[config.mk]
export PLATFORM = sky130hd
export DESIGN_NAME = filter
export DESIGN_NICKNAME = d
export VERILOG_FILES = /design/src/rtl/filter.sv
export SDC_FILE = /design/constraint.sdc
export NUM_CORES = 1
export LEC_CHECK = 0
export CORE_AREA = 2 2 39 41
export DETAILED_ROUTE_END_ITERATION = 8
export DIE_AREA = 0 0 41 43
export GPL_ROUTABILITY_DRIVEN = 1
export SYNTH_ARGS = -nofsm -noshare
export SYNTH_HDL_FRONTEND = slang
export SYNTH_SLANG_ARGS = --single-unit
[constraint.sdc]
create_clock -name clk -period 2 [get_ports clk]
set_input_delay 0.4 -clock clk [delete_from_list [all_inputs] [get_ports clk]]
set_output_delay 0.4 -clock clk [all_outputs]
set_load 0.02 [all_outputs]
[src/rtl/filter.sv]
// ---------------------------------------------------------------------------
// filter
//   Glitch/debounce filter for one slow asynchronous input. The raw input is
//   brought into the clk domain through a flop synchroniser. It then passes
//   through a WIDTH-deep sample history. The registered output changes only
//   once the history is uniformly high or uniformly low. Between those two
//   cases the output holds its value, which gives hysteresis.
//
// Ports
//   clk   in   system clock, all state updates on the rising edge
//   rstn  in   asynchronous active-low reset
//   i     in   raw asynchronous input, may glitch at any time
//   o     out  filtered output, driven directly by a flop
// ---------------------------------------------------------------------------
module filter #(
  parameter int unsigned WIDTH       = 8,     // 1..32
  parameter int unsigned SYNC_STAGES = 2,     // 1..4
  parameter logic        RESET_VALUE = 1'b0
) (
  input  logic clk,
  input  logic rstn,
  input  logic i,
  output logic o
);

  logic [SYNC_STAGES-1:0] sync_q, sync_d;
  logic [WIDTH-1:0]       hist_q, hist_d;
  logic                   o_q, o_d;
  logic                   sync_bit;

  assign sync_bit = sync_q[SYNC_STAGES-1];

  // Only the branch for the configured depth is elaborated. Because of that,
  // the [N-2:0] slices are never built when N is 1.
  generate
    if (SYNC_STAGES == 1) begin : g_sync1
      assign sync_d = i;
    end else begin : g_syncn
      assign sync_d = {sync_q[SYNC_STAGES-2:0], i};
    end

    if (WIDTH == 1) begin : g_hist1
      assign hist_d = sync_bit;
    end else begin : g_histn
      assign hist_d = {hist_q[WIDTH-2:0], sync_bit};
    end
  endgenerate

  // The output decision uses the current history, not hist_d. This costs one
  // extra edge of latency, but it keeps o a pure flop output.
  always_comb begin
    o_d = o_q;
    if (&hist_q) begin
      o_d = 1'b1;
    end else if (~|hist_q) begin
      o_d = 1'b0;
    end
  end

  always_ff @(posedge clk or negedge rstn) begin
    if (!rstn) begin
      sync_q <= {SYNC_STAGES{RESET_VALUE}};
      hist_q <= {WIDTH{RESET_VALUE}};
      o_q    <= RESET_VALUE;
    end else begin
      sync_q <= sync_d;
      hist_q <= hist_d;
      o_q    <= o_d;
    end
  end

  assign o = o_q;

endmodule

==> reports/results.txt <==
Netlist cell types -> 4
# setup viols final -> 0
Grt total ovfl -> 0
Num CTS Buffers -> 3
Drt pass-1 iters -> 2
Maximum clock insertion buffer count -> 2
Reg clk slew, reported paths -> 0.06 ns
Post-layout min period -> 1.59 ns
Combined area of the multi-input logic cells -> 37.5 um2
Setup Fix Bufs, Post-CTS -> 0
Routed length on met3 -> 23 um
Cell Pwr Density -> 1030 nW/um2
Leading cell type in the layout, fill and taps excluded -> dfrtp_1
H-tree Lvls -> 1
Root buffer cell -> clkbuf_4
WL met1 -> 181 um
Final GP Congestion -> 0.588
Critical Path Sink Type -> output pin
Avg WL per Cell -> 10.8 um
FF/Latch Area -> 275 um2
Die area -> 1760 um2
Setup TNS after final layout -> 0 ns
Final ANT Viol Nets -> 0
Layout cells sized above 1 -> 0.125
Initial antenna violation count -> 0
Die width -> 41 um
DR top layer -> met4
Later-pin clock latency in the skew report -> 0.26 ns
Worst path top cell family by delay -> buffers and inverters
Setup crit start kind -> register
Fmax -> 629 MHz
Crit-path max FO -> 2
Starting density of the core -> 0.226
Vias in the first global route -> 180
Synthesized area -> 313 um2
Hold Crit Class -> register to register
Worst EP required -> 1.60 ns
WL met2 -> 218 um
Clock sink total -> 11
Core area -> 1380 um2
Synthesized Nets -> 20
Max-cap violations -> 0
CTS tree -> built
CP Cell Sequence -> clkdlybuf4s50_1
Static Leak -> 0.161 nW
CP Buf/Inv Count -> 1
Largest net degree at the start of global routing -> 12
Post-Place Cells -> 36
Fin Clk Skew -> 0.000805 ns
Vias post-DR -> 166
Slew Limit Fails -> 0
VDD IR-drop max -> 0.313 mV
Slowest CP cell -> clkdlybuf4s50_1
Most frequent cells in the layout -> 11 x dfrtp_1, 3 x clkbuf_4, 3 x clkdlybuf4s50_1
Fillers -> 144
Run status -> completed
Final Hold Fails -> 0
Max transition margin -> 0.698
First-pass GRT wire length -> 745 um
Post-synthesis sequential area ratio -> 0.880
PortBufs -> 3
Crit-path max cell delay -> 0.60 ns
Setup CP Type -> register to output pin
Nets -> 28
Setup ws final -> 0.409 ns
GRT Overall Usage -> 0.0708
Drt total wl -> 432 um
Worst-margin pin slew -> 0.452 ns
Num rows -> 14
Period utilisation layout -> 0.795
Area delta synth->final -> 24.4%
1st-iter DRT viols -> 1
Pwr Total -> 0.402 mW
Cts hold-fix bufs -> 0
Die height -> 43 um
Ys Warns -> 0
Vias/cell -> 4.15
Post-Syn Area per Cell -> 18.4 um2
I/O Pins -> 4
Number of gates resized after CTS -> 0
# DRC -> 0
RSZ-0062 raised after global routing -> no
CP Data Arrival Time -> 1.19 ns
Diodes inserted -> 0
Layout Cells excl Fill -> 40
Cells after Synth -> 17
Final hold slack -> 0.360 ns
Yosys reg bits -> 11
Worst slack, placed -> 0.684 ns
-- stage by stage --
stage	instance area [um2]	util
global placement	363	0.262
floorplan	313	-
detailed placement	363	0.262
finish	389	0.281
CTS	389	0.281
global route	389	0.281
-- synthesized netlist by cell type --
cell	number	area, um2
or4_1	2	15.0
nand4_1	2	12.5
dfrtp_1	11	275
o21ai_1	2	10.0
-- layout make-up --
class | count | area share
Sequential cell | 11 | 0.707
Clock buffer | 4 | 0.0675
Tap cell | 16 | 0.0514
Multi-Input combinational cell | 6 | 0.0965
Timing Repair Buffer | 3 | 0.0772
-- logic make-up (layout without fill, tap and decap cells) --
group / count (synthesis) / in the layout / share of synthesized area
AO/OA/AOI/OAI: 2 / 2 / 0.0320
flip-flops: 11 / 11 / 0.880
AND/OR/NAND/NOR: 4 / 4 / 0.0880
buffers and inverters: 0 / 7 / 0
-- flip-flops by register name, summed over array words and instances (netlist names) --
register  count
o             1
sync_q        2
hist_q        8
-- per-layer routing --
metal,up-vias,global-route usage
met3,2,0.0314
met5,-,0
met4,0,0.0800
met2,4,0.0813
li1,75,-
met1,85,0.0865
-- final timing paths --
path | from | slack, ns | end | cells after the start
hold / removal | sync_q[0]$_DFF_PN0_ | 0.36 | sync_q[1]$_DFF_PN0_ | 0
hold reg to reg | sync_q[0]$_DFF_PN0_ | 0.36 | sync_q[1]$_DFF_PN0_ | 0
min in group asynchronous | rstn | 0.46 | sync_q[0]$_DFF_PN0_ | 1
setup reg to reg | hist_q[1]$_DFF_PN0_ | 0.76 | o$_DFFE_PN0P_ | 3
max in group asynchronous | rstn | 1.24 | hist_q[6]$_DFF_PN0_ | 1
setup / recovery | o$_DFFE_PN0P_ | 0.41 | o | 1
-- power breakdown --
group | leakage [nW] | total, mW | internal, mW | switching, mW
clock network | 0.0150 | 0.141 | 0.0770 | 0.0642
logic | 0.0157 | 0.0182 | 0.00913 | 0.00908
registers | 0.130 | 0.242 | 0.235 | 0.00736
(Power assumes the default switching activity.)
